$ cat src/rtl/escritor_disparo.sv
// Applies one shot to a fleet memory: scans 12 words, clears the first matching slot, writes it back.
// Optional macro ESCRITOR_SUNK_EN enables the sunk flag; when undefined, sunk is tied low.
module escritor_disparo (
   input  logic        clk,
   input  logic        rst_n,
   input  logic        start,
   input  logic        player,
   input  logic [7:0]  coord,
   input  logic [63:0] memoriaP1,
   input  logic [63:0] memoriaP2,
   output logic [4:0]  addr,
   output logic        we_p1,
   output logic        we_p2,
   output logic [63:0] wdata,
   output logic        busy,
   output logic        done,
   output logic        hit,
   output logic        sunk
);

   localparam logic [2:0] S_IDLE  = 3'd0;
   localparam logic [2:0] S_READ  = 3'd1;
   localparam logic [2:0] S_CHECK = 3'd2;
   localparam logic [2:0] S_WRITE = 3'd3;
   localparam logic [2:0] S_DONE  = 3'd4;
   localparam logic [4:0] LAST_ADDR = 5'd11;

   logic [2:0]  state_q,  state_d;
   logic        player_q, player_d;
   logic [7:0]  coord_q,  coord_d;
   logic [4:0]  addr_q,   addr_d;
   logic        we_p1_q,  we_p1_d;
   logic        we_p2_q,  we_p2_d;
   logic [63:0] wdata_q,  wdata_d;
   logic        busy_q,   busy_d;
   logic        done_q,   done_d;
   logic        hit_q,    hit_d;
   logic        sunk_q,   sunk_d;

   logic [63:0] rdata;
   logic [4:0]  slot_match;
   logic        any_match;
   logic [63:0] clr_word;
   logic        sunk_calc;

   assign rdata = player_q ? memoriaP2 : memoriaP1;

   generate
      for (genvar gi = 0; gi < 5; gi++) begin : g_slot
         assign slot_match[gi] = (rdata[3+8*gi +: 8] == coord_q);
      end
   endgenerate

   assign any_match = |slot_match;

   // Only the lowest-index matching slot is zeroed; everything else passes through.
   always_comb begin
      clr_word = rdata;
      for (int i = 4; i >= 0; i--) begin
         if (slot_match[i]) begin
            clr_word = rdata;
            clr_word[3+8*i +: 8] = 8'h00;
         end
      end
   end

`ifdef ESCRITOR_SUNK_EN
   assign sunk_calc = (clr_word[42:3] == 40'd0);
`else
   assign sunk_calc = 1'b0;
`endif

   always_comb begin
      state_d  = state_q;
      player_d = player_q;
      coord_d  = coord_q;
      addr_d   = addr_q;
      we_p1_d  = 1'b0;
      we_p2_d  = 1'b0;
      wdata_d  = wdata_q;
      busy_d   = busy_q;
      done_d   = 1'b0;
      hit_d    = hit_q;
      sunk_d   = sunk_q;
      case (state_q)
         S_IDLE: begin
            if (start) begin
               player_d = player;
               coord_d  = coord;
               hit_d    = 1'b0;
               sunk_d   = 1'b0;
               busy_d   = 1'b1;
               if (coord == 8'h00) begin
                  state_d = S_DONE;
               end else begin
                  addr_d  = 5'd0;
                  state_d = S_READ;
               end
            end
         end
         S_READ: begin
            state_d = S_CHECK;
         end
         S_CHECK: begin
            if (any_match) begin
               wdata_d = clr_word;
               hit_d   = 1'b1;
               sunk_d  = sunk_calc;
               we_p1_d = ~player_q;
               we_p2_d = player_q;
               state_d = S_WRITE;
            end else if (addr_q < LAST_ADDR) begin
               addr_d  = addr_q + 5'd1;
               state_d = S_READ;
            end else begin
               done_d  = 1'b1;
               state_d = S_DONE;
            end
         end
         S_WRITE: begin
            done_d  = 1'b1;
            state_d = S_DONE;
         end
         S_DONE: begin
            // An invalid shot arrives here without a pending pulse and issues it one cycle later.
            if (done_q) begin
               busy_d  = 1'b0;
               state_d = S_IDLE;
            end else begin
               done_d  = 1'b1;
            end
         end
         default: begin
            state_d = S_IDLE;
            busy_d  = 1'b0;
         end
      endcase
   end

   always_ff @(posedge clk or negedge rst_n) begin
      if (!rst_n) begin
         state_q  <= S_IDLE;
         player_q <= 1'b0;
         coord_q  <= 8'h00;
         addr_q   <= 5'd0;
         we_p1_q  <= 1'b0;
         we_p2_q  <= 1'b0;
         wdata_q  <= 64'd0;
         busy_q   <= 1'b0;
         done_q   <= 1'b0;
         hit_q    <= 1'b0;
         sunk_q   <= 1'b0;
      end else begin
         state_q  <= state_d;
         player_q <= player_d;
         coord_q  <= coord_d;
         addr_q   <= addr_d;
         we_p1_q  <= we_p1_d;
         we_p2_q  <= we_p2_d;
         wdata_q  <= wdata_d;
         busy_q   <= busy_d;
         done_q   <= done_d;
         hit_q    <= hit_d;
         sunk_q   <= sunk_d;
      end
   end

   assign addr  = addr_q;
   assign we_p1 = we_p1_q;
   assign we_p2 = we_p2_q;
   assign wdata = wdata_q;
   assign busy  = busy_q;
   assign done  = done_q;
   assign hit   = hit_q;
   assign sunk  = sunk_q;

endmodule

$ cat config.mk
export PLATFORM = sky130hd
export DESIGN_NAME = escritor_disparo
export DESIGN_NICKNAME = d
export VERILOG_FILES = /design/src/rtl/escritor_disparo.sv
export SDC_FILE = /design/constraint.sdc
export NUM_CORES = 1
export LEC_CHECK = 0
export CORE_MARGIN = 2
export CORE_UTILIZATION = 42
export DETAILED_ROUTE_END_ITERATION = 10
export MAX_ROUTING_LAYER = met4
export PLACE_DENSITY_LB_ADDON = 0.15
export SYNTH_ARGS = -nofsm -noshare
export SYNTH_HDL_FRONTEND = slang
export SYNTH_SLANG_ARGS = --single-unit
$ cat constraint.sdc
create_clock -name clk -period 2.9 [get_ports clk]
set_input_delay 0.58 -clock clk [delete_from_list [all_inputs] [get_ports clk]]
set_output_delay 0.58 -clock clk [all_outputs]
set_load 0.005 [all_outputs]
==> metrics.md <==
| Metric | Value |
|---|---|
| Status | completed |
| Critical path startpoint category | flop |
| Layout Cells excl Fill | 736 |
| Die width | 110.3 µm |
| Antenna cell count | 0 |
| Syn. warnings | 0 |
| Ports | 215 |
| Unique masters post-synth | 48 |
| Largest net degree at the start of global routing | 50 |
| Clk sinks | 86 |
| Max Freq | 362.9 MHz |
| Crit-path max cell delay | 0.53 ns |
| Commonest non-fill, non-tap cell in the layout | clkdlybuf4s50_1 |
| Max Slew Vio Count | 0 |
| R2r setup slk | 0.14 ns |
| Crit Path Class | flop to flop |
| Post-route DRC violation count | 0 |
| Routed Antenna Nets | 0 |
| RR Startpoint | player_q |
| Crit. End Element | flop |
| Clock-pin slew on the worst setup and hold paths | 0.07 ns |
| P&R area growth vs syn | 55.90% |
| R2R cell count | 9 |
| Rows | 38 |
| R2r endpoint | wdata[8] |
| CP arrival | 2.97 ns |
| Unrepaired setup endpoints after global routing | false |
| Placed Cells | 719 |
| Inserted Clock Buffers | 9 |
| Routed WL | 13.80 mm |
| Die area | 12170 µm² |
| Slew headroom | 60.88% |
| DR WL/cell | 18.75 µm |
| Maximum fanout along the worst path | 30 |
| EDFF count, synth | 0 |
| GRT Total Usage | 23.25% |
| Register area share after synthesis | 45.33% |
| Max stage delay cell, worst path | dfrtp_4 |
| Clk_skew | 0.009857 ns |
| Synth Net Count | 517 |
| Cell count after synthesis | 376 |
| Placer Congestion | 0.8371 |
| Worst skew pair latency | 0.34 ns |
| Final instance area | 7401 µm² |
| Via count | 3878 |
| PortBufs | 213 |
| Setup-failing EPs final | 0 |
| Iteration-0 DRC Markers | 132 |
| CTS Buffer Depth | 2 |
| Main synth FF type | dfrtp_1 |
| Min cycle time layout | 2.756 ns |
| Worst Path Required | 3.12 ns |
| Post-layout net count | 732 |
| Crit path capture | wdata[8] |
| Htree depth | 3 |
| P_leak | 3.149 nW |
| Mean Syn Cell Area | 12.63 µm² |
| First-pass iteration count of the detailed router | 4 |
| CTS tree | yes |
| Least-Margin Pin Slew | 0.5824 ns |
| Seq cells post-synth | 86 |
| Post-DP Area | 7072 µm² |
| CP Launch Point | player_q |
| Vias in the first global route | 3986 |
| Final HPWL DP | 10.37 mm |
| # Max-Cap Violations | 0 |
| First-pass GRT wire length | 20.82 mm |
| Initial antenna violation count | 0 |
| Initial Utilization | 43.41% |
| CP most frequent cell | buf_12 |
| VDD IR max | 0.4995 mV |
| Core region area | 10940 µm² |
| GRT Residual Overflow | 0 |
| Layout cells sized above 1 | 18.79% |
| CP cell instances | buf_12, mux2i_1, xnor2_1, nor4_4, nand3_2, nand4_4, o21ai_4, buf_12, mux2_2 |
| Fin. Hold Viols | 0 |
| CTS root buf | clkbuf_16 |
| Routed vias/inst | 5.269 |
| Most frequent cells in the layout | clkdlybuf4s50_1 (212), dfrtp_1 (85), mux2i_1 (39) |
| Pwr dens | 885.6 nW/µm² |
| Cell area after synthesis | 4747 µm² |
| Hold WC Path Type | input port to asynchronous set/reset pin |
| Synth async-reset ratio | 100.0% |
| CTS Hold Bufs | 0 |
| Die H | 110.3 µm |
| Final worst-path cycle share | 95.03% |
worst min-delay path by stage:
stage / slack (ns) / cells after the start / end
finish: 0.20 / 1 / wdata[47]
global route: 0.24 / 1 / wdata[51]
CTS: 0.22 / 1 / wdata[47]
detailed placement: 0.47 / 1 / wdata[40]
global placement: 0.47 / 1 / wdata[33]
floorplan: 0.28 / 0 / addr[0]
registers in the layout (all words and copies together), names as in the netlist:
register and cells:
hit 1, busy 1, wdata 64, done 1, state_q 3, player_q 1
coord_q 8, we_p1 1, we_p2 1, addr 5
cell usage after synthesis (5+ instances only):
library cell | n | area share, %
a31oi_1 | 8 | 1.1
buf_4 | 7 | 1.1
buf_6 | 5 | 1.2
clkbuf_1 | 9 | 0.71
dfrtp_1 | 86 | 45
mux2_2 | 35 | 8.3
mux2_4 | 29 | 9.2
mux2i_1 | 40 | 8.4
nand2_1 | 16 | 1.3
nor2_1 | 7 | 0.55
o21ai_0 | 8 | 0.84
o2bb2ai_1 | 32 | 5.9
xnor2_1 | 34 | 6.3
xor2_1 | 6 | 1.1
routing by layer:
| metal | track usage (%) | routed length (µm) | part of all wire, % |
|---|---|---|---|
| met5 | - | 0 | 0 |
| met4 | 5.714 | 193 | 1.4 |
| met3 | 4.174 | 1125 | 8.2 |
| met2 | 38.69 | 6719 | 49 |
| met1 | 29.58 | 5759 | 42 |
what timing repair did:
action                                  CTS  global route
setup buffers                             0             1
gates resized for setup                   0             2
endpoints found under the setup margin    0            45
power breakdown:
group | switching, mW | total (mW) | internal, mW
logic | 1.20 | 3.17 | 1.98
clock network | 0.528 | 1.22 | 0.690
registers | 0.510 | 2.16 | 1.65
total | 2.23 | 6.55 | 4.32
critical path: cells and delay by family, from the launching register on:
| kind | cells | cell delay (ns) |
|---|---|---|
| mux | 2 | 0.72 |
| flops | 1 | 0.53 |
| buf+inv | 2 | 0.46 |
| simple gates | 3 | 0.41 |
| compound gates | 1 | 0.28 |
| xor+xnor | 1 | 0.21 |
per-stage QoR:
step	setup slack, ns	hold WS [ns]	setup TNS, ns	utilization, %	power (mW)
global placement	0.04488	0.4710	0	64.67	5.289
floorplan	0.4970	0.2844	0	-	3.871
CTS	0.1144	0.2199	0	67.52	6.592
finish	0.1441	0.1964	0	67.68	6.554
global route	0.004487	0.2356	0	67.68	6.932
detailed placement	-0.04847	0.4727	-0.9800	64.67	5.356
cells by family after synthesis:
family	after synthesis	share of synthesized area (%)
simple gates	52	6.906
compound gates	62	10.17
flops	86	45.33
fa+ha+maj	1	0.2635
other cells	1	0.07900
xor+xnor	40	7.380
mux	105	26.20
buf+inv	29	3.663
layout make-up:
class                      count  area [µm²]
fill                         861        3535
multi-input combinational    261        2431
timing repair buffer         229        2312
sequential                    86        2156
clock buffer                   9       225.2
tap                          140       175.2
clock inverter                 7       86.33
inverter                       4       15.01
Note: power is estimated with default switching activity, not from simulation.
